$ cat src/rtl/spi_mem_pkg.sv
// Shared types and constants for the SPI transaction scheduler: FSM state
// encoding, default field widths and completion error codes.
package spi_mem_pkg;

    localparam int DEF_ADDR_W = 24;
    localparam int DEF_LEN_W  = 8;

    typedef enum logic [2:0] {
        ST_IDLE  = 3'd0,
        ST_GRANT = 3'd1,
        ST_ISSUE = 3'd2,
        ST_WAIT  = 3'd3,
        ST_DONE  = 3'd4
    } sched_state_e;

    localparam logic [1:0] ERR_NONE     = 2'd0;
    localparam logic [1:0] ERR_ZERO_LEN = 2'd1;
    localparam logic [1:0] ERR_TIMEOUT  = 2'd2;

endpackage

$ cat src/rtl/spi_txn_scheduler_rr_arbiter.sv
// Round-robin arbiter: first valid requester at or after the pointer,
// wrapping, as a one-hot grant plus its index.
module rr_arbiter #(
    parameter int NUM_REQ = 2,
    parameter int IDX_W   = 1
) (
    input  logic [NUM_REQ-1:0] i_valid,
    input  logic [IDX_W-1:0]   i_ptr,
    output logic [NUM_REQ-1:0] o_grant,
    output logic [IDX_W-1:0]   o_idx,
    output logic               o_any
);

    logic [IDX_W:0] w_cand;

    always_comb begin
        o_grant = '0;
        o_idx   = '0;
        o_any   = 1'b0;
        w_cand  = '0;
        for (int i = 0; i < NUM_REQ; i++) begin
            // One extra bit so ptr+i cannot overflow before the wrap.
            w_cand = {1'b0, i_ptr} + (IDX_W+1)'(i);
            if (w_cand >= (IDX_W+1)'(NUM_REQ)) begin
                w_cand = w_cand - (IDX_W+1)'(NUM_REQ);
            end
            if (!o_any && i_valid[w_cand[IDX_W-1:0]]) begin
                o_any                       = 1'b1;
                o_grant[w_cand[IDX_W-1:0]]  = 1'b1;
                o_idx                       = w_cand[IDX_W-1:0];
            end
        end
    end

endmodule

$ cat src/rtl/spi_txn_scheduler.sv
// Shares one SPI transaction engine among NUM_REQ command ports (round-robin).
// Optional WAIT-state watchdog enabled by defining SPI_SCHED_TIMEOUT_EN.
module spi_txn_scheduler
    import spi_mem_pkg::*;
#(
    parameter int NUM_REQ = 2,
    parameter int ADDR_W  = DEF_ADDR_W,
    parameter int LEN_W   = DEF_LEN_W,
    parameter int TIMEOUT = 4096
) (
    input  logic                      clk,
    input  logic                      rst,
    input  logic [NUM_REQ-1:0]        req_valid,
    input  logic [NUM_REQ-1:0]        req_rw,
    input  logic [NUM_REQ*ADDR_W-1:0] req_addr,
    input  logic [NUM_REQ*LEN_W-1:0]  req_len,
    output logic [NUM_REQ-1:0]        req_ready,
    input  logic [NUM_REQ*8-1:0]      req_wdata,
    output logic [NUM_REQ-1:0]        req_wtake,
    output logic [7:0]                req_rdata,
    output logic [NUM_REQ-1:0]        req_rvalid,
    output logic [NUM_REQ-1:0]        rsp_done,
    output logic                      rsp_err,
    output logic                      txn_start,
    output logic                      txn_rw,
    output logic [ADDR_W-1:0]         txn_addr,
    output logic [LEN_W-1:0]          txn_len,
    output logic                      txn_abort,
    input  logic                      txn_busy,
    input  logic                      txn_done,
    input  logic                      txn_wtake,
    output logic [7:0]                txn_wdata,
    input  logic [7:0]                txn_rdata,
    input  logic                      txn_rvalid,
    output logic [2:0]                dbg_state
);

    localparam int IDX_W = (NUM_REQ > 1) ? $clog2(NUM_REQ) : 1;

    sched_state_e         r_state;
    logic [IDX_W-1:0]     r_ptr;
    logic [IDX_W-1:0]     r_owner;
    logic [NUM_REQ-1:0]   r_onehot;
    logic                 r_rw;
    logic [ADDR_W-1:0]    r_addr;
    logic [LEN_W-1:0]     r_len;
    logic [1:0]           r_err_code;

    logic [NUM_REQ-1:0]   w_grant;
    logic [IDX_W-1:0]     w_idx;
    logic                 w_any;
    logic                 w_timeout;

    logic [ADDR_W-1:0]    w_addr  [NUM_REQ];
    logic [LEN_W-1:0]     w_len   [NUM_REQ];
    logic [7:0]           w_wdata [NUM_REQ];

    for (genvar g = 0; g < NUM_REQ; g++) begin : g_unpack
        assign w_addr[g]  = req_addr[g*ADDR_W +: ADDR_W];
        assign w_len[g]   = req_len[g*LEN_W +: LEN_W];
        assign w_wdata[g] = req_wdata[g*8 +: 8];
    end

    rr_arbiter #(
        .NUM_REQ (NUM_REQ),
        .IDX_W   (IDX_W)
    ) u_arb (
        .i_valid (req_valid),
        .i_ptr   (r_ptr),
        .o_grant (w_grant),
        .o_idx   (w_idx),
        .o_any   (w_any)
    );

`ifdef SPI_SCHED_TIMEOUT_EN
    localparam int CNT_W = $clog2(TIMEOUT + 1);
    logic [CNT_W-1:0] r_cnt;

    // Counter holds the number of WAIT cycles already elapsed.
    assign w_timeout = (r_state == ST_WAIT) && !txn_done &&
                       (r_cnt == CNT_W'(TIMEOUT - 1));

    always_ff @(posedge clk or negedge rst) begin
        if (!rst) begin
            r_cnt <= '0;
        end else if (r_state == ST_ISSUE) begin
            r_cnt <= '0;
        end else if (r_state == ST_WAIT) begin
            r_cnt <= r_cnt + CNT_W'(1);
        end
    end
`else
    assign w_timeout = 1'b0;
`endif

    always_ff @(posedge clk or negedge rst) begin
        if (!rst) begin
            r_state    <= ST_IDLE;
            r_ptr      <= '0;
            r_owner    <= '0;
            r_onehot   <= '0;
            r_rw       <= 1'b0;
            r_addr     <= '0;
            r_len      <= '0;
            r_err_code <= ERR_NONE;
        end else begin
            case (r_state)
                ST_IDLE: begin
                    if (w_any) begin
                        r_owner    <= w_idx;
                        r_onehot   <= w_grant;
                        r_rw       <= req_rw[w_idx];
                        r_addr     <= w_addr[w_idx];
                        r_len      <= w_len[w_idx];
                        r_err_code <= ERR_NONE;
                        r_state    <= ST_GRANT;
                    end
                end
                ST_GRANT: begin
                    if (r_len == '0) begin
                        r_err_code <= ERR_ZERO_LEN;
                        r_state    <= ST_DONE;
                    end else begin
                        r_state    <= ST_ISSUE;
                    end
                end
                ST_ISSUE: begin
                    if (!txn_busy) begin
                        r_state <= ST_WAIT;
                    end
                end
                ST_WAIT: begin
                    if (txn_done) begin
                        r_state <= ST_DONE;
                    end else if (w_timeout) begin
                        r_err_code <= ERR_TIMEOUT;
                        r_state    <= ST_DONE;
                    end
                end
                ST_DONE: begin
                    r_ptr   <= (r_owner == IDX_W'(NUM_REQ - 1)) ? '0 : r_owner + IDX_W'(1);
                    r_state <= ST_IDLE;
                end
                default: r_state <= ST_IDLE;
            endcase
        end
    end

    // Outputs decode directly from registered state, so they drop to 0 on reset.
    assign req_ready  = (r_state == ST_GRANT) ? r_onehot : '0;
    assign txn_start  = (r_state == ST_ISSUE) && !txn_busy;
    assign req_wtake  = (r_state == ST_WAIT && txn_wtake)  ? r_onehot : '0;
    assign req_rvalid = (r_state == ST_WAIT && txn_rvalid) ? r_onehot : '0;
    assign req_rdata  = (r_state == ST_WAIT) ? txn_rdata : 8'h00;
    assign rsp_done   = (r_state == ST_DONE) ? r_onehot : '0;
    assign rsp_err    = (r_state == ST_DONE) && (r_err_code != ERR_NONE);
    assign txn_abort  = w_timeout;
    assign txn_rw     = r_rw;
    assign txn_addr   = r_addr;
    assign txn_len    = r_len;
    assign txn_wdata  = (r_state == ST_IDLE) ? 8'h00 : w_wdata[r_owner];
    assign dbg_state  = r_state;

endmodule

$ cat config.mk
export PLATFORM = sky130hd
export DESIGN_NAME = spi_txn_scheduler
export DESIGN_NICKNAME = d
export VERILOG_FILES = /design/src/rtl/spi_mem_pkg.sv /design/src/rtl/spi_txn_scheduler_rr_arbiter.sv /design/src/rtl/spi_txn_scheduler.sv
export SDC_FILE = /design/constraint.sdc
export NUM_CORES = 1
export LEC_CHECK = 0
export ABC_CLOCK_PERIOD_IN_PS = 3750
export BUFFER_PORTS_ARGS = -buffer_cell sky130_fd_sc_hd__buf_2
export CORE_MARGIN = 2
export CORE_UTILIZATION = 47
export DETAILED_ROUTE_END_ITERATION = 8
export GPL_ROUTABILITY_DRIVEN = 0
export HOLD_SLACK_MARGIN = 0.12
export PLACE_DENSITY = 0.87
export SYNTH_ARGS = -nofsm -noshare
export SYNTH_HDL_FRONTEND = slang
export SYNTH_SLANG_ARGS = --single-unit
$ cat constraint.sdc
create_clock -name clk -period 3.75 [get_ports clk]
set_input_delay 0.75 -clock clk [delete_from_list [all_inputs] [get_ports clk]]
set_output_delay 0.75 -clock clk [all_outputs]
set_load 0.01 [all_outputs]
==> metrics.md <==
| Metric | Value |
|---|---|
| Status | `completed` |
| Max Root-Sink Buffers | `2` |
| Warnings from Yosys | `0` |
| Die Area | `approximately 6100 µm²` |
| Commonest non-fill, non-tap cells in the layout | `buf_2, dfrtp_1, a21oi_1` |
| Final count of hold timing violations | `0` |
| Initial antenna violation count | `0` |
| GRT Overall Usage | `~23%` |
| Maxcap violations | `0` |
| DRT Pass-1 Iters | `4` |
| Vias/cell | `between 5 and 6` |
| Final count of negative-setup-slack endpoints | `0` |
| Area Overhead vs Synth | `31.54%` |
| Slew HR | `approximately a third` |
| Worst Max-Slew Pin Slew | `~1000 ps` |
| Slew Limit Fails | `0` |
| Setup TNS | `0 ps` |
| Routing usage on met3 | `under 10%` |
| Mean Syn Cell Area | `9.625 µm²` |
| Crit-path cells | `nor3b_1 -> and3_1 -> buf_2` |
| Ratio of cells with drive above 1 in the final layout | `around half` |
| DRC viols | `0` |
| First-pass GRT wire length | `around 11000 µm` |
| Post-route insts no fill | `between 400 and 500` |
| CTS sink count | `~40` |
| Worst hold path class | `flip-flop to flip-flop` |
| Crit path largest cell delay | `between 700 and 800 ps` |
| Max Fclk | `between 300 and 400 MHz` |
| Post-layout nets | `about 500` |
| Met2 GRT Util | `between 40% and 50%` |
| Kind of cell adding the most delay to the critical path | `simple AND/OR/NAND/NOR gates` |
| CTS tree | `yes` |
| Placed Cells | `between 400 and 500` |
| Leakage | `~1.6 nW` |
| Hpwl dp | `between 4000 and 5000 µm` |
| I/O pin count | `around 160` |
| Via count | `approximately 2600` |
| CP Max Fanout | `12` |
| Die height | `between 70 and 80 µm` |
| Fillers | `463` |
| # H-tree levels | `2` |
| Crit path required time | `approximately 3000 ps` |
| Final core utilization | `62.85%` |
| CP Class | `flip-flop to output port` |
| PD cells | `711.8 nW/µm²` |
| Cells after Synth | `between 200 and 300` |
| Drt total wl | `around 7000 µm` |
| Port Buffers | `approximately 160` |
| Mapped Nets | `~370` |
| Met1 Usage GRT | `roughly 28%` |
| Hold_buf cts | `0` |
| CTS Buf Count | `5` |
| Core footprint | `between 5000 and 6000 µm²` |
| WP data arrival | `roughly 2000 ps` |
| Initial Util | `47.78%` |
| Startpoint Class | `flip-flop` |
| Die W | `just under 80 µm` |
| Total grt overflow | `0` |
| Area post-placement | `between 3000 and 4000 µm²` |
| # rows | `27` |
| Max VDD drop | `between 300 and 400 µV` |
| CTS clk-pin slew, worst paths | `roughly 70 ps` |
| Fin Hold WS | `between 500 and 600 ps` |
| Layout Skew | `about 3.6 ps` |
| DRT iter0 DRCs | `140` |
| Final min period | `approximately 2800 ps` |
| Root Driver | `clkbuf_8` |
| GRT busiest layer | `met2` |
| Worst Path Buf+Inv | `1` |
| Setup Buffers After CTS | `0` |
| CP max-delay cell | `nor3b_1` |
| Number of global-route vias before repair | `2478` |
| Register area share after synthesis | `39.48%` |
| RSZ-0062 raised after global routing | `no` |
| Final period util | `between 70% and 80%` |
| Fin area | `approximately 3400 µm²` |
| Ant diodes | `0` |
| Post-DR wirelength/cell | `~15 µm` |
| Unique masters post-synth | `31` |
| PostCTS Resize Cnt | `0` |
| Commonest non-fill, non-tap cell in the layout | `buf_2` |
| Worst skew pair latency | `around 280 ps` |
| Flops & latches, synth | `41` |
| Largest net degree at the start of global routing | `between 60 and 70` |
| Critical path capture point type | `output port` |
| Post-synthesis cell area | `around 2600 µm²` |
| ANT nets after route | `0` |
area by class of cell:
type                            count  area (µm²)  area share (%)
Clock buffer                        5       68.82           2.013
Clock inverter                      1       5.005          0.1464
Inverter                            2       7.507          0.2196
Multi-Input combinational cell    196        1403           41.03
Sequential cell                    41        1026           30.01
Tap cell                           72       90.09           2.635
Timing Repair Buffer              162       818.3           23.94
metrics by stage:
step	setup WS, ps	total power [W]
final	995.0	0.002433
after global placement	1346	0.002138
after floorplan	1732	0.001773
after detailed placement	1315	0.002188
after CTS	1004	0.002455
after global routing	788.4	0.002636
cell usage after synthesis (all sizes together):
| cell type | instances | share of area (%) |
|---|---|---|
| and3 | 7 | 1.7 |
| dfrtp | 41 | 39 |
| mux2 | 2 | 1.2 |
| or2 | 1 | 0.24 |
| inv | 2 | 0.29 |
| nor2 | 12 | 1.7 |
| nand2 | 5 | 0.72 |
| a32oi | 1 | 0.34 |
| nand2b | 1 | 0.24 |
| a21oi | 35 | 6.7 |
| nor4 | 2 | 0.48 |
| mux2i | 8 | 3.1 |
| a31oi | 35 | 15 |
| nor2b | 1 | 0.24 |
| o21ai | 33 | 6.4 |
| nor3b | 2 | 0.58 |
| nor3 | 1 | 0.63 |
| a211oi | 1 | 0.29 |
| buf | 10 | 3.5 |
| nand3b | 34 | 9.8 |
| a32o | 1 | 0.39 |
| nor4b | 1 | 0.34 |
| conb | 1 | 0.14 |
| a211o | 1 | 0.34 |
| clkbuf | 21 | 3.0 |
| and2 | 11 | 2.7 |
state kept, by name, indices dropped and copies added, names as in the netlist:
register	count
txn_rw	1
r_onehot	2
r_err_code	1
txn_addr	24
txn_len	8
r_ptr	1
r_owner	1
dbg_state	3
worst paths after layout:
path                                     from             to  slack (ps)  cells past startpoint
worst max-delay path             dbg_state[1]   req_wtake[1]        1000                      3
worst min register to register  r_err_code[0]  r_err_code[0]         530                      2
worst min-delay path            r_err_code[0]  r_err_code[0]         530                      2
max in group asynchronous                 rst         txn_rw        2590                      1
min in group asynchronous                 rst   dbg_state[2]         590                      1
worst max register to register   dbg_state[1]        r_owner        1320                      3
routing by layer:
layer / vias up / share of wire [%] / wire [µm]
li1: 1262 / - / -
met1: 1216 / 42 / 2947
met2: 107 / 51 / 3558
met3: 4 / 6.6 / 460
met4: 0 / 0.39 / 27
met5: - / 0 / 0
cell families (layout without fill, tap and decap cells):
kind of cell | after synthesis | after routing | synth area share, %
compound gates | 107 | 107 | 29.85
buf+inv | 33 | 170 | 6.837
flops | 41 | 41 | 39.48
mux | 10 | 10 | 4.237
other cells | 1 | 1 | 0.1443
simple gates | 78 | 78 | 19.45
report_power, final:
| part | internal [W] | switching [W] | leakage (nW) |
|---|---|---|---|
| combinational | 0.000595 | 0.000721 | 1.07 |
| clock | 0.000122 | 0.000140 | 0.0399 |
| sequential | 0.000660 | 0.000196 | 0.466 |
| total | 0.00138 | 0.00106 | 1.58 |
worst min-delay path, cell delays in order (launching register included):
cell and delay, ps:
dfrtp_1 360, a31oi_1 50, nor2_1 80
Power figures use the tool's default switching activity.
